**src/rtl/cic_ctrl_pkg.sv**
```systemverilog
// Shared types and constants for the CIC decimator sequencing controller.
package cic_ctrl_pkg;

    typedef enum logic [1:0] {
        IDLE  = 2'd0,
        PRIME = 2'd1,
        RUN   = 2'd2
    } state_t;

    localparam int MIN_RATIO = 2;
    localparam int ORDER_DEF = 3;

endpackage

```
**src/rtl/cic_strobe_delay.sv**
```systemverilog
// Fixed-depth 1-bit strobe delay line with synchronous flush.
module cic_strobe_delay #(
    parameter int DEPTH = 1
) (
    input  logic clk,
    input  logic reset,
    input  logic flush,
    input  logic strobe,
    output logic delayed
);

    logic [DEPTH-1:0] taps;

    // The cast drops the oldest tap, which also covers DEPTH == 1.
    always_ff @(posedge clk) begin
        if (!reset || flush) begin
            taps <= '0;
        end else begin
            taps <= DEPTH'({taps, strobe});
        end
    end

    assign delayed = taps[DEPTH-1];

endmodule

```
**src/rtl/cic_decim_ctrl.sv**
```systemverilog
// CIC decimator sequencing: integrator gating, decimation strobe, comb priming
// and a one-entry valid/ready output register with sticky overrun.
module cic_decim_ctrl
    import cic_ctrl_pkg::*;
#(
    parameter int DATA_W    = 51,
    parameter int RATIO_W   = 16,
    parameter int DEF_RATIO = 64,
    parameter int ORDER     = ORDER_DEF,
    parameter int COMB_LAT  = 1
) (
    input  logic               clk,
    input  logic               reset,
    input  logic               run_en,
    input  logic               in_valid,
    input  logic [RATIO_W-1:0] ratio_in,
    input  logic               ratio_load,
    output logic               integ_en,
    output logic               comb_en,
    input  logic [DATA_W-1:0]  comb_data,
    output logic [DATA_W-1:0]  out_data,
    output logic               out_valid,
    input  logic               out_ready,
    output logic               overrun,
    output logic               primed,
    output logic [RATIO_W-1:0] ratio_cur
);

    localparam int                 PRIME_W   = $clog2(ORDER + 1);
    localparam logic [RATIO_W-1:0] MIN_R     = RATIO_W'(MIN_RATIO);
    localparam logic [RATIO_W-1:0] RESET_R   = RATIO_W'(DEF_RATIO);
    localparam logic [PRIME_W-1:0] PRIME_END = PRIME_W'(ORDER - 1);

    state_t             state;
    logic [RATIO_W-1:0] phase;
    logic [PRIME_W-1:0] prime_cnt;
    logic               capture;
    logic               reprime;
    logic               flush;

    assign integ_en = in_valid & (state != IDLE);
    assign reprime  = ratio_load & (state != IDLE);
    assign flush    = !run_en | reprime;

    cic_strobe_delay #(
        .DEPTH (COMB_LAT)
    ) u_strobe_delay (
        .clk     (clk),
        .reset   (reset),
        .flush   (flush),
        .strobe  (comb_en),
        .delayed (capture)
    );

    always_ff @(posedge clk) begin
        if (!reset) begin
            state     <= IDLE;
            ratio_cur <= RESET_R;
            phase     <= '0;
            prime_cnt <= '0;
            comb_en   <= 1'b0;
            out_valid <= 1'b0;
            out_data  <= '0;
            overrun   <= 1'b0;
            primed    <= 1'b0;
        end else begin
            if (ratio_load) begin
                ratio_cur <= (ratio_in < MIN_R) ? MIN_R : ratio_in;
            end
            comb_en <= 1'b0;

            if (!run_en) begin
                state     <= IDLE;
                primed    <= 1'b0;
                phase     <= '0;
                prime_cnt <= '0;
                out_valid <= 1'b0;
                overrun   <= 1'b0;
            end else if (reprime) begin
                // Output register is left untouched so a pending sample survives.
                state     <= PRIME;
                primed    <= 1'b0;
                phase     <= '0;
                prime_cnt <= '0;
            end else begin
                case (state)
                    IDLE: begin
                        state <= PRIME;
                    end
                    PRIME, RUN: begin
                        if (in_valid) begin
                            if (phase == ratio_cur - RATIO_W'(1)) begin
                                phase   <= '0;
                                comb_en <= 1'b1;
                            end else begin
                                phase <= phase + RATIO_W'(1);
                            end
                        end

                        if (state == PRIME) begin
                            if (capture) begin
                                prime_cnt <= prime_cnt + PRIME_W'(1);
                                if (prime_cnt == PRIME_END) begin
                                    state  <= RUN;
                                    primed <= 1'b1;
                                end
                            end
                        end else if (capture) begin
                            if (!out_valid || out_ready) begin
                                out_data  <= comb_data;
                                out_valid <= 1'b1;
                            end else begin
                                overrun <= 1'b1;
                            end
                        end else if (out_ready) begin
                            out_valid <= 1'b0;
                        end
                    end
                    default: begin
                        state <= IDLE;
                    end
                endcase
            end
        end
    end

endmodule

```
**config.mk**
```make
export PLATFORM = sky130hd
export DESIGN_NAME = cic_decim_ctrl
export DESIGN_NICKNAME = d
export VERILOG_FILES = /design/src/rtl/cic_ctrl_pkg.sv /design/src/rtl/cic_strobe_delay.sv /design/src/rtl/cic_decim_ctrl.sv
export SDC_FILE = /design/constraint.sdc
export NUM_CORES = 1
export LEC_CHECK = 0
export CAP_MARGIN = 10
export CELL_PAD_IN_SITES_DETAIL_PLACEMENT = 1
export CELL_PAD_IN_SITES_GLOBAL_PLACEMENT = 2
export CORE_MARGIN = 2
export CORE_UTILIZATION = 28
export CTS_CLUSTER_SIZE = 16
export DETAILED_ROUTE_END_ITERATION = 10
export GPL_ROUTABILITY_DRIVEN = 1
export PLACE_DENSITY_LB_ADDON = 0.15
export SLEW_MARGIN = 20
export SYNTH_ARGS = -nofsm -noshare
export SYNTH_HDL_FRONTEND = slang
export SYNTH_SLANG_ARGS = --single-unit
```
**constraint.sdc**
```tcl
create_clock -name clk -period 8.65 [get_ports clk]
set_input_delay 2.595 -clock clk [delete_from_list [all_inputs] [get_ports clk]]
set_output_delay 2.595 -clock clk [all_outputs]
set_load 0.01 [all_outputs]
```
Word-level counts from Yosys, hierarchy flattened
Index checks and enable logic that the tools add are counted.
{ "word_totals": {"regBits": 92, "in_bits": 73, "out_inout_bits": 72, "word_cells": 67} }
{ "classes": {"add_sub_neg": 3, "magnitude_cmp": 1, "eq_ne": 11, "muxes": 11, "bitwise": 10, "n_reduce_logical": 20} }
{ "ops": {"columns": ["cell", "count"], "rows": [
  ["2-to-1 mux 16 bit", 2],
  ["adder 16 x 1 -> 16 bit, second input constant", 1],
  ["== test 16 bit", 1],
  ["less-than comparator 16 x 2 -> 1 bit, second input constant", 1],
  ["subtractor 16 x 1 -> 16 bit, second input constant", 1],
  ["AND reduction 5 bit", 2],
  ["AND reduction 3 bit", 3],
  ["NOT 1 bit", 7],
  ["2-to-1 mux 2 bit", 3],
  ["inequality test 2 bit, second input constant", 3],
  ["inequality test 3 bit, second input constant", 2],
  ["AND reduction 6 bit", 1],
  ["2-to-1 mux 1 bit", 5],
  ["OR reduction 5 bit", 1],
  ["== test 2 bit, second input constant", 2],
  ["one-hot mux 2 bit (2 select lines)", 1],
  ["AND reduction 2 bit", 2],
  ["AND reduction 4 bit", 1],
  ["nonzero test 2 bit", 2],
  ["zero test 1 bit", 3],
  ["inequality test 3 x 2 -> 1 bit, second input constant", 1],
  ["OR reduction 3 bit", 1],
  ["adder 2 x 1 -> 2 bit, second input constant", 1],
  ["bitwise AND 1 bit", 2],
  ["6 further kinds", 7]
]} }

Depth between registers and ports, before layout
{ "logic_depth": {"depth_word": 6, "depth_mapped": 10, "depth_no_buf": 9} }

By module
A second synthesis with hierarchy kept.
{ "unflattened": {"cells_unflattened": 507, "area_unflattened_um2": 4375.4} }
{ "by_module_without_submodules": {"columns": ["module", "instances", "cells_each", "area_each_um2", "seq_area_each_um2"], "rows": [
  ["cic_decim_ctrl", 1, 505, 4346.7, 1821.7],
  ["cic_strobe_delay", 1, 2, 28.8, 20.0]
]} }

Worst setup path before layout
Ideal clock, no wire load.
{ "synth_timing": {"path_type": "input port to output port", "startpoint": "input in_valid", "endpoint": "output integ_en", "arrival_time_ps": 2792, "required_ps": 6055, "slack_ps": 3263, "cell_stages": 1, "path_buffers": 0, "path_cell_list": "nor2b_1"} }
{ "synth_between": {"elab_chain_len": 1} }
{ "synth_rtl": {"columns": ["item", "line", "source"], "rows": [
  ["start: declaration", "cic_decim_ctrl.sv:15", "input logic in_valid,"],
  ["bitwise AND 1 bit", "cic_decim_ctrl.sv:41", "assign integ_en = in_valid & (state != IDLE);"],
  ["end: declaration", "cic_decim_ctrl.sv:18", "output logic integ_en,"]
]} }
Every way passes these cells.

Worst setup path in the final report
Same ends and word-level chain as after synthesis.

==> results.sh <==
export IMPL_outcome="finished clean"
export IMPL_post_drt_via_cell_ratio=4.797
export IMPL_p_per_area_nw_per_um2=150.7
export IMPL_detail_route_wl_per_cell_microns=16.40
export IMPL_seq_area_sq_um=1842
export IMPL_multi_input_area_sq_um=2290
export IMPL_grt_total_usage_pct=17.61
export IMPL_postRouteAntennaNets=0
export IMPL_hold_viol_final=0
export IMPL_min_period_ns=6.364
export IMPL_fin_cells=833
export IMPL_p_int_mw=0.7000
export IMPL_placed_cells=816
export IMPL_setup_worst_path_class="in -> out"
export IMPL_worstSkewPairLatency_ns=0.36
export IMPL_cp_arrival_ns=3.77
export IMPL_avgSynthCellArea_sq_um=8.393
export IMPL_die_y_microns=127.6
export IMPL_dieArea_sq_um=16290
export IMPL_grt_ovfl_total=0
export IMPL_path_buf_inv=2
export IMPL_cts_hold_buffers=0
export IMPL_max_freq_ghz=0.1571
export IMPL_finalNetCount=720
export IMPL_drc_errors=0
export IMPL_power_leakage_nw=2.094
export IMPL_drt_first_iter_violations=139
export IMPL_swShare_pct=24.81
export IMPL_vdd_drop_max_v=0.00009105
export IMPL_dp_hpwl_microns=9987
export IMPL_cts_resized=0
export IMPL_via_count=3996
export IMPL_tightestPinTransition_ns=0.8170
export IMPL_tns_ns=0
export IMPL_hp_class="reg -> reg"
export IMPL_cp_slowest_cell="clkdlybuf4s50_1"
export IMPL_synth_area_sq_um=4280
export IMPL_synth_ff_type="dfxtp_1"
export IMPL_core_sq_um=15090
export IMPL_clockRootBuffer="clkbuf_16"
export IMPL_antenna_found_initial=1
export IMPL_yosysSeqAreaShare_pct=43.03
export IMPL_final_util_pct=40.93
export IMPL_firstDrtPassIters=4
export IMPL_reg2reg_depth=9
export IMPL_slew_violations=0
export IMPL_hp_start="comb_en"
export IMPL_cts_buffers_inserted=9
export IMPL_path_max_fanout=3
export IMPL_hold_ws_ns=0.4271
export IMPL_max_slew_margin_pct=45.13
export IMPL_fin_ws_ns=2.286
export IMPL_synthCells=510
export IMPL_path_cells="clkdlybuf4s50_1 > nor2b_1 > clkdlybuf4s50_1"
export IMPL_yosysMostFrequentCell="nand2_1"
export IMPL_rsz0062_at_grt="no"
export IMPL_required_ns=6.06
export IMPL_cts_tree="done"
export IMPL_yosys_top_cells_area="dfxtp_1 (43%), nand2_1 (11%), a21boi_0 (9.1%)"
export IMPL_cpMostUsedCell="clkdlybuf4s50_1"
export IMPL_rows=45
export IMPL_timing_final_crit_share_pct=73.58
export IMPL_slowest_delay_ns=0.54
export IMPL_nFillCells=1785
export IMPL_setup_violations=0
export IMPL_hold_depth=2
export IMPL_clkTransAtPathRegs_ns=0.06
export IMPL_synth_edf_count=0
export IMPL_maxCapViolCount=0
export IMPL_r2r_start="ratio_cur[0]"
export IMPL_power_switching_mw=0.2309
export IMPL_synth_common_cells="nand2_1 (127), dfxtp_1 (92), a21boi_0 (52)"
export IMPL_synth_largest_area_cell="dfxtp_1"
export IMPL_r2r_end="phase[3]"
export IMPL_async_flop_share_pct=0
export IMPL_min_to="u_strobe_delay.delayed"
export IMPL_startpoint_type="input pin"
export IMPL_syn_num_nets=591
export IMPL_fin_area_sq_um=6176
export IMPL_drive_gt1_share_pct=4.503
export IMPL_seq_power_share_pct=47.2
export IMPL_place_ws_ns=2.276
export IMPL_grt_max_degree=69
export IMPL_wirelength_microns=13670
export IMPL_htreeDepth=3
export IMPL_power_total_mw=0.9309
export IMPL_cts_sink_count=92
export IMPL_initial_core_util_pct=28.37
export IMPL_clkPwrFrac_pct=41.6
export IMPL_synth_seq_cells=92
export IMPL_syn2layout_area_growth_pct=44.29
export IMPL_synth_cell_types=46
export IMPL_fin_skew_ns=0.01337
export IMPL_grt_pass1_wl_microns=22550
export IMPL_ys_warn_count=0
export IMPL_io_buffers=144
export IMPL_clockBufferDepth=2
export IMPL_rrSetupSlack_ns=5.25
export IMPL_grt_pass1_vias=4233
export IMPL_cts_setup_buffers=0
export IMPL_synth_top_area_share_pct=43.03
export IMPL_worstSetupEndpointType="primary output"
export IMPL_combinationalPowerShare_pct=11.2
export IMPL_crit_family="buffers and inverters"
export IMPL_ios=145
export IMPL_die_w_microns=127.6
export IMPL_placed_area_sq_um=5884
export IMPL_gp_congestion=0.8328
==> kinds of logic after synthesis <==
family | count (synthesis) | share of synthesized area (%)
buffers and inverters | 41 | 3.800
multiplexers | 14 | 3.274
AO/OA/AOI/OAI | 85 | 14.73
adder cells (fa/ha/maj) | 8 | 2.339
XOR/XNOR | 34 | 6.957
flip-flops | 92 | 43.03
AND/OR/NAND/NOR | 236 | 25.87
==> cell usage in the layout (no fill, tap or decap), types with 3 or more instances in the layout <==
master             n
nor2_1            20
and2_1             4
o31ai_1            3
and3_1             5
clkbuf_16          9
nand3_1           11
nor2b_1           19
mux2i_1           14
inv_1             12
a31oi_1            5
o21ai_0            6
nor4_1             4
xor2_1            16
nand4_1            7
clkdlybuf4s50_1  142
ha_1               8
dfxtp_1           92
a21oi_1            6
nor3_1            24
nand2_1          127
xnor2_1           18
a21boi_0          52
==> worst register-to-register path, stage by stage, from the launching register on <==
cell     delay, ns
dfxtp_1       0.36
inv_1         0.10
ha_1          0.22
nor4b_2       0.58
nand3_1       0.16
nor4b_1       0.44
nor3_1        0.09
or3_4         0.44
nor4_4        0.70
nor3_1        0.15
==> sequential cells by signal, summed over array words and instances (netlist names) <==
| signal | flops |
|---|---|
| out_data | 51 |
| phase | 16 |
| ratio_cur | 16 |
| prime_cnt | 2 |
| state | 2 |
| comb_en | 1 |
| out_valid | 1 |
| overrun | 1 |
| primed | 1 |
| u_strobe_delay.delayed | 1 |
==> area by class of cell <==
cell class / count / area share, %
multi-input cells: 377 / 37.07
flip-flops and latches: 92 / 29.82
repair buffers: 147 / 23.87
clock buffers: 11 / 4.092
well taps: 188 / 3.809
inverters: 12 / 0.7293
clock inverters: 5 / 0.5673
diodes: 1 / 0.04052
==> power by group through the flow <==
stage          combinational, mW  sequential, mW  clock (mW)
2_1_floorplan             0.0487           0.446           0
3_3_place_gp               0.104           0.449           0
3_5_place_dp               0.105           0.449           0
4_1_cts                    0.106           0.439       0.405
5_1_grt                    0.115           0.440       0.420
6_report                   0.105           0.439       0.387
==> routing by layer <==
layer	share of wire, %	wire length [microns]	track usage (%)	vias to the layer above
met5	0	0	0	-
met4	1.7	226	6.270	0
met3	7.8	1062	7.538	13
met2	46	6265	27.68	86
met1	45	6110	21.56	1910
li1	-	-	-	1987
==> worst max-delay path by stage <==
stage	startpoint	endpoint	slack, ns	depth (start not counted)
4_1_cts	in_valid	integ_en	2.27	3
3_5_place_dp	in_valid	integ_en	2.28	3
2_1_floorplan	in_valid	integ_en	3.26	1
3_3_place_gp	in_valid	integ_en	2.30	3
6_report	in_valid	integ_en	2.29	3
5_1_grt	in_valid	integ_en	2.22	3
No activity file was read; power rests on OpenSTA's default activity.
